==> config.mk <==
export PLATFORM = sky130hd
export DESIGN_NAME = cute_key_sequencer_flat
export DESIGN_NICKNAME = d
export VERILOG_FILES = /design/src/rtl/cute_key_sequencer_if.sv /design/src/rtl/cute_key_sequencer.sv /design/src/flat_wrapper.sv
export SDC_FILE = /design/constraint.sdc
export NUM_CORES = 1
export LEC_CHECK = 0
export ABC_CLOCK_PERIOD_IN_PS = 2600
export CAP_MARGIN = 20
export CORE_ASPECT_RATIO = 0.9
export CORE_UTILIZATION = 40
export DETAILED_ROUTE_END_ITERATION = 16
export HOLD_SLACK_MARGIN = 0.15
export PLACE_DENSITY_LB_ADDON = 0.05
export SLEW_MARGIN = 20
export SYNTH_ARGS = -nofsm -noshare
export SYNTH_HDL_FRONTEND = slang
export SYNTH_SLANG_ARGS = --single-unit
==> constraint.sdc <==
create_clock -name clock -period 2.6 [get_ports clock]
set_input_delay 0.52 -clock clock [delete_from_list [all_inputs] [get_ports clock]]
set_output_delay 0.52 -clock clock [all_outputs]
set_load 0.02 [all_outputs]
==> src/rtl/cute_key_sequencer_if.sv <==
// Key-schedule load channel between the provisioning logic and
// cute_key_sequencer. One beat carries one key word; the beat is accepted
// on a cycle where load_valid & load_ready.
//   load_valid : beat valid (provisioning -> sequencer)
//   load_ready : sequencer can take a beat (sequencer -> provisioning)
//   load_data  : key word for the current slot
//   load_last  : final beat of a schedule
//   load_par   : even-parity bit over {load_par, load_data}, present only
//                when KEYSEQ_PARITY_EN is defined
interface cute_key_sequencer_if #(
  parameter int unsigned KEY_W = 3
);
  logic             load_valid;
  logic             load_ready;
  logic [KEY_W-1:0] load_data;
  logic             load_last;
`ifdef KEYSEQ_PARITY_EN
  logic             load_par;
`endif

  modport master (
    output load_valid,
    output load_data,
    output load_last,
`ifdef KEYSEQ_PARITY_EN
    output load_par,
`endif
    input  load_ready
  );

  modport slave (
    input  load_valid,
    input  load_data,
    input  load_last,
`ifdef KEYSEQ_PARITY_EN
    input  load_par,
`endif
    output load_ready
  );
endinterface

==> src/rtl/cute_key_sequencer.sv <==
// Key sequencer for a Cute-Lock counter-selected locked core.
// Stores DEPTH key words (one per core counter state), loaded over the
// load channel. On start it pulses core_rst_n low for one cycle so the core
// counter and the local phase counter both start at zero, then drives
// keyinput = mem[phase] every cycle until stop.
// Optional feature: define KEYSEQ_PARITY_EN to add load_par and an even
// parity check on every accepted beat.
// Ports:
//   clock, reset_n : clock shared with the core, async active-low reset
//   load           : key-word load channel (slave side)
//   start, stop    : run control (start sampled in ARMED, stop in ARMED/RUN)
//   core_rst_n     : registered active-low reset to the locked core
//   keyinput       : registered key word to the core
//   phase          : current schedule slot, mirrors the core counter
//   busy           : high while keys are being driven
//   loaded         : a complete schedule is stored
//   err            : sticky load error, cleared by the next accepted beat
module cute_key_sequencer #(
  parameter int unsigned KEY_W = 3,
  parameter int unsigned DEPTH = 4,
  parameter int unsigned CNT_W = 2
) (
  input  logic                clock,
  input  logic                reset_n,
  cute_key_sequencer_if.slave load,
  input  logic                start,
  input  logic                stop,
  output logic                core_rst_n,
  output logic [KEY_W-1:0]    keyinput,
  output logic [CNT_W-1:0]    phase,
  output logic                busy,
  output logic                loaded,
  output logic                err
);

  typedef enum logic [2:0] {IDLE, LOAD, ARMED, SYNC, RUN} state_t;

  localparam logic [CNT_W-1:0] LAST_SLOT = CNT_W'(DEPTH - 1);

  state_t           state_q, state_d;
  logic [KEY_W-1:0] mem [DEPTH];
  logic [CNT_W-1:0] wr_ptr_q, wr_ptr_d;
  logic [CNT_W-1:0] slot, phase_inc, phase_d;
  logic [KEY_W-1:0] keyinput_d;
  logic             loaded_d, err_d, core_rst_n_d, busy_d;
  logic             ready, accept, par_ok, mem_we;

  assign ready          = (state_q == IDLE) || (state_q == LOAD) || (state_q == ARMED);
  assign load.load_ready = ready;
  assign accept         = load.load_valid & ready;

  // A beat taken outside LOAD always opens a new schedule at slot 0.
  assign slot      = (state_q == LOAD) ? wr_ptr_q : '0;
  assign phase_inc = (phase == LAST_SLOT) ? '0 : phase + CNT_W'(1);

`ifdef KEYSEQ_PARITY_EN
  assign par_ok = ~(^{load.load_par, load.load_data});
`else
  assign par_ok = 1'b1;
`endif

  always_comb begin
    state_d      = state_q;
    wr_ptr_d     = wr_ptr_q;
    loaded_d     = loaded;
    err_d        = err;
    core_rst_n_d = 1'b1;
    busy_d       = 1'b0;
    phase_d      = '0;
    keyinput_d   = '0;
    mem_we       = 1'b0;

    case (state_q)
      IDLE, LOAD, ARMED: begin
        if (accept) begin
          // Every accepted beat clears err and invalidates the old schedule;
          // only a correctly terminated schedule re-arms.
          err_d    = 1'b0;
          loaded_d = 1'b0;
          wr_ptr_d = '0;
          if (!par_ok) begin
            err_d   = 1'b1;
            state_d = IDLE;
          end else begin
            mem_we = 1'b1;
            if (slot == LAST_SLOT) begin
              if (load.load_last) begin
                loaded_d = 1'b1;
                state_d  = ARMED;
              end else begin
                err_d   = 1'b1;
                state_d = IDLE;
              end
            end else if (load.load_last) begin
              err_d   = 1'b1;
              state_d = IDLE;
            end else begin
              wr_ptr_d = slot + CNT_W'(1);
              state_d  = LOAD;
            end
          end
        end else if (state_q == ARMED && start && !stop) begin
          state_d      = SYNC;
          core_rst_n_d = 1'b0;
        end
      end
      SYNC: begin
        state_d = RUN;
        busy_d  = 1'b1;
      end
      RUN: begin
        if (stop) begin
          state_d = ARMED;
        end else begin
          busy_d  = 1'b1;
          phase_d = phase_inc;
        end
      end
      default: state_d = IDLE;
    endcase

    // Key word is looked up from the next phase and registered, so the
    // wrap from DEPTH-1 to 0 changes keyinput cleanly on the clock edge.
    if (busy_d) keyinput_d = mem[phase_d];
  end

  always_ff @(posedge clock) begin
    if (mem_we) mem[slot] <= load.load_data;
  end

  always_ff @(posedge clock or negedge reset_n) begin
    if (!reset_n) begin
      state_q    <= IDLE;
      wr_ptr_q   <= '0;
      loaded     <= 1'b0;
      err        <= 1'b0;
      core_rst_n <= 1'b0;
      busy       <= 1'b0;
      phase      <= '0;
      keyinput   <= '0;
    end else begin
      state_q    <= state_d;
      wr_ptr_q   <= wr_ptr_d;
      loaded     <= loaded_d;
      err        <= err_d;
      core_rst_n <= core_rst_n_d;
      busy       <= busy_d;
      phase      <= phase_d;
      keyinput   <= keyinput_d;
    end
  end

endmodule

==> src/flat_wrapper.sv <==
// flat-port wrapper written by rule: the top's interface ports become plain ports
module cute_key_sequencer_flat 
#(
  parameter int unsigned KEY_W = 3,
  parameter int unsigned DEPTH = 4,
  parameter int unsigned CNT_W = 2
)
  (clock, reset_n, start, stop, core_rst_n, keyinput, phase, busy, loaded, err, load_load_valid, load_load_data, load_load_last, load_load_ready);
  cute_key_sequencer_if #(.KEY_W(KEY_W)) load_i ();
  input  logic clock;
  input  logic reset_n;
  input  logic start;
  input  logic stop;
  output logic core_rst_n;
  output logic [KEY_W-1:0] keyinput;
  output logic [CNT_W-1:0] phase;
  output logic busy;
  output logic loaded;
  output logic err;
  input wire logic [$bits(load_i.load_valid)-1:0] load_load_valid;
  input wire logic [$bits(load_i.load_data)-1:0] load_load_data;
  input wire logic [$bits(load_i.load_last)-1:0] load_load_last;
  output wire logic [$bits(load_i.load_ready)-1:0] load_load_ready;
  assign load_i.load_valid = load_load_valid;
  assign load_i.load_data = load_load_data;
  assign load_i.load_last = load_load_last;
  assign load_load_ready = load_i.load_ready;
  cute_key_sequencer #(.KEY_W(KEY_W), .DEPTH(DEPTH), .CNT_W(CNT_W)) u_core (.clock(clock), .reset_n(reset_n), .load(load_i), .start(start), .stop(stop), .core_rst_n(core_rst_n), .keyinput(keyinput), .phase(phase), .busy(busy), .loaded(loaded), .err(err));
endmodule
Yosys cells after proc, flatten, opt, wreduce, memory -nomap -nowiden
Memory sizes are Yosys's and may differ from the RTL's.
Index checks and enable logic that the tools add are counted.

word-level totals
  flip-flop bits (word level) = 14
  latch bits = 0
  RAM bits = 12
  memory bits (read-only) = 0
  output and inout bits = 10
  word-level logic and storage cells = 56
  memories kept = 1

cells by class
  add/subtract/negate cells = 2
  $mul = 0
  div/mod/pow operators = 0
  magnitude comparators = 0
  eq/ne operators = 8
  shift-type cells = 0
  mux-type cells = 27
  bitwise operators = 1
  reductions and logical operators = 9

memories
  name        words  width  read ports  clocked after memory_dff  write ports  RTL line                  text
  u_core.mem  4      3      1           0                         1            cute_key_sequencer.sv:41  logic [KEY_W-1:0] mem [DEPTH];

operators with widths
  operator                                                          count
  3-bit two-way mux                                                 5
  2-bit two-way mux                                                 7
  1-bit two-way mux                                                 13
  3-bit case mux with 3 select lines                                1
  3-bit by 2-bit == test with 1-bit output (second input constant)  2
  2-bit by 1-bit adder with 2-bit output (second input constant)    2
  2-bit == test (second input constant)                             2
  2-bit AND reduction                                               2
  3-bit by 1-bit == test with 1-bit output (second input constant)  1
  3-bit == test (second input constant)                             1
  3-bit logical NOT                                                 1
  3-bit by 1-bit != test with 1-bit output (second input constant)  1
  3-bit OR reduction                                                1
  1-bit logical AND                                                 2
  1-bit logical OR                                                  2
  2-bit != test (second input constant)                             1
  1-bit case mux with 2 select lines                                1
  1-bit AND                                                         1
  1-bit logical NOT                                                 1

Logic depth before layout (Yosys ltp)
  word-level depth = 8
  gate-level depth with buffers = 8
  depth with buffers taken out = 8

Least setup slack after synthesis
OpenSTA, ideal clock, no wires.

  kind = flip-flop to flip-flop
  from = register u_core.state_q[1]
  to = register u_core.wr_ptr_q[1]
  library setup time = 0.125 ns
  arrival time = 1.876 ns
  data required time = 2.475 ns
  slack = 0.599 ns
  stages on the path, launching flop included = 7
  buffers on the path = 1
  cells stage by stage = dfrtp_1 -> buf_2 -> nor4bb_1 -> inv_1 -> ha_1 -> nor3b_1 -> mux2_2

on the way
  cells in the longest elaborated chain, start to end = 5
  elaborated cells between the ends (all ways) = 13

RTL lines
  what                                                                           RTL line                                                                      text
  from (decl)                                                                    cute_key_sequencer.sv:40                                                      state_t state_q, state_d;
  from (signal assigned)                                                         cute_key_sequencer.sv:142                                                     state_q <= state_d;
  3-bit by 1-bit == test with 1-bit output or 3-bit logical NOT (tied branches)  cute_key_sequencer.sv:48, cute_key_sequencer.sv:53, cute_key_sequencer.sv:73
  2-bit two-way mux or 1-bit logical OR (tied branches)                          cute_key_sequencer.sv:53, cute_key_sequencer.sv:48
  2-bit by 1-bit adder with 2-bit output or 1-bit logical OR (tied branches)     cute_key_sequencer.sv:98, cute_key_sequencer.sv:48
  2-bit two-way mux or 1-bit AND (tied branches)                                 cute_key_sequencer.sv:94, cute_key_sequencer.sv:50
  2-bit two-way mux or 2-bit AND reduction (tied branches)                       --
  to (signal assigned)                                                           cute_key_sequencer.sv:143                                                     wr_ptr_q <= wr_ptr_d;
  to (decl)                                                                      cute_key_sequencer.sv:42                                                      logic [CNT_W-1:0] wr_ptr_q, wr_ptr_d;

Several ways; a longest one is shown, not always the timed one.
A chain may end at the register's enable or synchronous reset.

Worst setup path in the final report
  from = register u_core.state_q[1]
  to = output port load_load_ready

on the way
  cells in the longest elaborated chain, start to end = 3
  elaborated cells between the ends (all ways) = 5

RTL lines
  what                                                                           RTL line                  text
  3-bit by 1-bit == test with 1-bit output or 3-bit logical NOT (tied branches)  cute_key_sequencer.sv:48  assign ready = (state_q == IDLE) || (state_q == LOAD) || (state_q == ARMED);
  1-bit logical OR                                                               cute_key_sequencer.sv:48
  1-bit logical OR *                                                             cute_key_sequencer.sv:48
  to (decl)                                                                      flat_wrapper.sv:23        output wire logic [$bits(load_i.load_ready)-1:0] load_load_ready;

Mark *: on every way between the ends. The rest lies on a longest branch, timed or not.

==> results.md <==
- Status: complete, no violations
- CTS H-tree lvls: 1
- Detailed Route WL: 2060 µm
- CP Launch Type: register
- Drt first-iter violations: 11
- Final hold violation count: 0
- Total Power: 1.358 mW
- Initial antenna violation count: 0
- VDD IR-drop max: 0.4175 mV
- Final worst-path cycle share: 87.56%
- Flops & latches, synth: 26
- Min-Delay Path Depth: 1
- Cell Rows: 18
- Worst Path Max Fanout: 11
- CTS tree: yes
- Max Fclk: 439.2 MHz
- Grt ovf: 0
- Clock-pin slew on the worst setup and hold paths: 0.14 ns
- Post-route DRC violation count: 0
- Post-synthesis cell type count: 31
- Synthesized cell area: 1206 µm²
- HP Class: register to register
- Port bufs: 18
- Die X: 59.88 µm
- Fin. max-slew vios: 0
- Filler Cells Inserted: 245
- Die Y: 54.10 µm
- Wire length per cell: 13.12 µm
- CORE AREA: 2815 µm²
- Syn nets: 113
- Net count, final: 134
- CTS Buf Count: 3
- Cells after Synth: 97
- Initial Util: 42.84%
- Post-synth ARST share: 53.85%
- Avg Cell Area, Syn: 12.43 µm²
- # setup viols final: 0
- # diodes: 0
- Largest net degree at the start of global routing: 16
- CP Capture Type: output port
- Vias in the first global route: 772
- Max-Cap Viols: 0
- WP data arrival: 1.76 ns
- Placer congestion estimate: 0.7510
- TritonCTS Sinks: 26
- Worst-Margin Slew: 0.6055 ns
- Slew headroom: 59.51%
- Total negative slack: 0 ns
- GRT Util Overall: 14.88%
- Root Driver: clkbuf_4
- Setup Fix Bufs, Post-CTS: 0
- P&R area growth vs syn: 22.93%
- First-pass GRT wire length: 3463 µm
- Clk_lat worst skew: 0.32 ns
- Die ar.: 3239 µm²
- Routed via count: 774
- Final Skew: 0.004529 ns
- Synthesis warning total: 0
- CTS Hold Buffers Added: 0
- Min Tclk post-route: 2.277 ns
- CP Class: register to output port
- Ys flop type: dfrtp_1
- Post-CTS sizing: 0
- Dpl hpwl: 1563 µm
- Pwr dens: 915.6 nW/µm²
- DRT Pass-1 Iters: 4
- Clk buf depth: 2
- RSZ-0062 raised after global routing: no
- Static Leak: 0.6102 nW
- Vias per inst: 4.930
- Detail Route Antenna Nets: 0
- Reg2reg path depth: 3
- Io pins: 19
- Multi-input logic area: 447.9 µm²
- Number of synthesized flops with an enable pin: 12
- CP required: 2.08 ns
- Share of cells above drive strength 1: 10.26%
- Register area share after synthesis: 58.92%
- Storage cell area: 710.7 µm²
## area by class of cell
class | instances | area share (%)
tap | 40 | 3.376
multi-input combinational | 60 | 30.21
clock buffer | 3 | 1.519
timing repair buffer | 20 | 13.16
sequential | 26 | 47.93
inverter | 7 | 1.772
clock inverter | 1 | 2.025
## through the flow
step	setup slack, ns	hold WS [ns]	instances	util [%]	instance area [µm²]
2_1_floorplan	0.5989	0.2244	97	-	1206
3_3_place_gp	0.3917	0.4766	153	50.80	1430
3_5_place_dp	0.3229	0.4794	153	50.80	1430
4_1_cts	0.3060	0.5179	157	52.67	1483
5_1_grt	0.2006	0.5378	157	52.67	1483
6_report	0.3233	0.5145	157	52.67	1483
## worst paths after layout
| check | startpoint | to | slack [ns] |
|---|---|---|---|
| worst max register to register | u_core.state_q[1] | u_core.keyinput[2] | 0.76 |
| min in group asynchronous | reset_n | u_core.wr_ptr_q[0] | 0.57 |
| worst min-delay path | u_core.loaded | u_core.loaded | 0.51 |
| worst min register to register | u_core.loaded | u_core.loaded | 0.51 |
| worst max-delay path | u_core.state_q[1] | load_load_ready | 0.32 |
| max in group asynchronous | reset_n | u_core.state_q[0] | 1.65 |
## worst max-delay path, cell delays in order (launching register included)
cell,delay [ns]
dfrtp_1,0.51
a21oi_1,0.17
buf_4,0.17
clkdlybuf4s50_1,0.60
## cells in the mapped netlist, drive strengths merged, types with 2 or more instances
cell type	instances	area share, %
and2	2	1.0
nand2	3	0.93
dfrtp	14	29
a21oi	6	2.5
buf	3	1.5
edfxtp	12	30
nor2b	4	2.1
nor4	3	1.6
mux2	3	2.8
and3	4	2.1
a2111oi	3	2.5
nor3	6	2.5
inv	7	2.2
o21ai	3	1.2
nor2	2	0.62
nand4b	2	1.5
ha	7	7.3
## registers in the layout, summed over array words and instances (netlist names)
signal             cells
u_core.state_q         3
u_core.mem            12
u_core.wr_ptr_q        2
u_core.keyinput        3
u_core.core_rst_n      1
u_core.err             1
u_core.loaded          1
u_core.busy            1
u_core.phase           2
## report_power, final
group,internal [mW],switching [mW],total (mW)
sequential,0.532,0.0800,0.611
clock,0.156,0.117,0.273
combinational,0.231,0.242,0.473
total,0.918,0.440,1.36
## placed cells by master (no fill, tap or decap), drive strengths merged, types with 2 or more instances in the layout
| cell | instances |
|---|---|
| nand4b | 2 |
| edfxtp | 12 |
| mux2 | 3 |
| and3 | 4 |
| a2111oi | 3 |
| clkbuf | 3 |
| buf | 2 |
| inv | 7 |
| clkdlybuf4s50 | 18 |
| and2 | 2 |
| o21ai | 3 |
| dfrtp | 14 |
| a21oi | 6 |
| ha | 7 |
| nor3 | 6 |
| nand2 | 3 |
| nor2 | 2 |
| nor4 | 3 |
| nor2b | 4 |
## routing by layer
layer	vias up	GRT usage (%)	part of all wire, %
met1	362	19.70	52
met4	0	3.488	0.63
met3	2	4.567	3.8
li1	394	-	-
met2	16	23.89	44
met5	-	0	0
## cell families (layout without fill, tap and decap cells)
kind of cell	count (synthesis)	in the layout	synth area share [%]
AO/OA/AOI/OAI	16	16	8.922
flip-flops	26	26	58.92
multiplexers	4	4	3.631
buffers and inverters	11	31	3.942
AND/OR/NAND/NOR	33	33	17.32
adder cells (fa/ha/maj)	7	7	7.261
Note: power is estimated with default switching activity, not from simulation.
==> RTL change (same settings) <==
`CNT_W` is set to 2 in 2 places; all go to 3.
--- a/src/rtl/cute_key_sequencer.sv
+++ b/src/rtl/cute_key_sequencer.sv
@@ -19,5 +19,5 @@
   parameter int unsigned KEY_W = 3,
   parameter int unsigned DEPTH = 4,
-  parameter int unsigned CNT_W = 2
+  parameter int unsigned CNT_W = 3
 ) (
   input  logic                clock,
--- a/src/flat_wrapper.sv
+++ b/src/flat_wrapper.sv
@@ -4,5 +4,5 @@
   parameter int unsigned KEY_W = 3,
   parameter int unsigned DEPTH = 4,
-  parameter int unsigned CNT_W = 2
+  parameter int unsigned CNT_W = 3
 )
   (clock, reset_n, start, stop, core_rst_n, keyinput, phase, busy, loaded, err, load_load_valid, load_load_data, load_load_last, load_load_ready);
Ports: changed (resized phase); port bits go from 19 to 20. The function was not compared with the original's and may differ.
==> RTL change against the original RTL <==
- synthesized area is 9.6% higher
- count of clock-buffer cells in the layout unchanged
- sequential cell count is 2 higher
- routed wire length increased by 5.4%
- non-clock buffer count is 1 lower
- design area rose by 7.0%
- die area grew 9.3%
- utilization shrank 1.3 points
- setup slack worse by 0.062 ns
- worst hold slack worse by 0.020 ns
- critical path type unchanged
- critical endpoint unchanged
- largest cell class unchanged
Power is not compared: it rests on default switching activity, and its combinational part moved more than twofold at a synthesized area within 25%.
==> RTL change: results (changes against the original RTL) <==
[global_routing]
grtUsageTotal_pct=14.00  ; -0.88 points
grt_pass1_vias=813  ; +5.3%
grt_max_degree=17  ; +1
grt_pass1_wl_um=3864  ; +12%

[yosys]
synth.distinct_cells=34  ; +9.7%
synth.yosys.seq_area_share_pct=57.52  ; -1.4 points
synthTopCellsByCount=16 x dfrtp_1, 12 x edfxtp_1, 12 x nand2_1
syn_nets=124  ; +9.7%
ys_async_sr_fraction_pct=57.14  ; +3.3 points

[clock_tree]
numCtsBuffers=3  ; unchanged
clockBufferDepth=2  ; unchanged
clkSlewWorstSetupHoldPaths_ns=0.16  ; +0.02 ns

[outcome]
status=completed

[place]
postPlaceCellArea_um2=1534  ; +7.3%
gp_congestion=0.7623  ; +1.5%
hpwl_um=1634  ; +4.5%
port_buffers=19  ; +1

[cells_and_area]
fillCellCount=283  ; +16%
fin_nets=144  ; +7.5%
drive_above_1_share_pct=6.349  ; -3.9 points

[timing]
fin_skew_ns=0.01620  ; +0.01167 ns
slew_headroom_pct=51.74  ; -7.8 points

[critical_path]
cp_max_fo=10  ; -1
ff2ff_path_depth=10  ; +7
rr_endpoint=u_core.state_q[1]$_DFFE_PN0P_
startpoint=u_core.state_q[0]$_DFFE_PN0P_
ff2ff_setup_slack_ns=0.62  ; -0.14 ns
cp.arrival_ns=1.82  ; +0.06 ns

[drt]
drt_wl_total_um=2171  ; +5.4%
vias=861  ; +11%
drt_iter0_drc=17  ; +6

## RTL change: cell count changes after synthesis, moves of 3 or more
cell / before / now
nand2_1: 3 / 12
nor3_1: 6 / 0
a21oi_1: 6 / 2
nor2_1: 2 / 6
nor4b_1: 0 / 4
a2111oi_1: 3 / 0
mux2_2: 3 / 0
nor2b_1: 4 / 1
nor4_1: 3 / 0
## RTL change: power groups by stage
| stage | clock [µW] | combinational [µW] | sequential, µW |
|---|---|---|---|
| 6_report | 285 | 72.7 | 492 |
| 3_3_place_gp | 0 | 73.2 | 500 |
| 5_1_grt | 308 | 83.0 | 494 |
| 3_5_place_dp | 0 | 73.7 | 501 |
| 2_1_floorplan | 0 | 42.4 | 498 |
| 4_1_cts | 288 | 74.4 | 492 |
## RTL change: per-stage QoR
step | power (µW) | setup slack (ns) | utilization [%] | cells | hold slack [ns]
final | 849.5 | 0.2613 | 51.34 | 168 | 0.4948
after global routing | 884.8 | 0.1358 | 51.34 | 168 | 0.5362
after CTS | 854.1 | 0.2459 | 51.34 | 168 | 0.5037
after detailed placement | 574.9 | 0.4581 | 49.64 | 164 | 0.4689
after global placement | 573.7 | 0.5899 | 49.64 | 164 | 0.4608
after floorplan | 540.5 | 0.8479 | - | 107 | 0.2244
## RTL change: cell type report
class	count	share of cell area (%)
repair buffers	19	11.99
clock buffers	3	1.420
well taps	42	3.312
multi-input cells	68	31.78
inverters	7	1.656
clock inverters	1	1.893
flip-flops and latches	28	47.95
## RTL change: worst max-delay path: stages (launching register included)
cell and delay, ns:
dfrtp_1 0.52, a21oi_2 0.31, clkdlybuf4s50_1 0.66
## RTL change: routing by layer
layer	wire length, µm	up-vias	part of all wire [%]	global-route usage [%]
met5	0	-	0	0
met4	17	0	0.78	3.987
met3	89	2	4.1	3.049
met2	901	24	42	20.34
met1	1163	410	54	20.90
li1	-	425	-	-
## RTL change: how the worst min path moves through the flow
stage                                     end  slack (ns)  cells past startpoint
5_1_grt        u_core.wr_ptr_q[0]$_DFFE_PN0P_        0.54                      2
2_1_floorplan           u_core.busy$_DFF_PN0_        0.22                      0
6_report            u_core.loaded$_DFFE_PN0P_        0.49                      2
4_1_cts             u_core.loaded$_DFFE_PN0P_        0.50                      2
3_5_place_dp   u_core.wr_ptr_q[2]$_DFFE_PN0P_        0.47                      2
3_3_place_gp   u_core.wr_ptr_q[2]$_DFFE_PN0P_        0.46                      2
## RTL change: cells by family (layout without fill, tap and decap cells)
family                   count (synthesis)  count (layout)  share of synthesized area [%]
AO/OA/AOI/OAI                           19              19                          11.35
adder cells (fa/ha/maj)                  8               8                          7.569
buffers and inverters                   11              30                          4.352
flip-flops                              28              28                          57.52
multiplexers                             3               3                          2.365
AND/OR/NAND/NOR                         38              38                          16.84
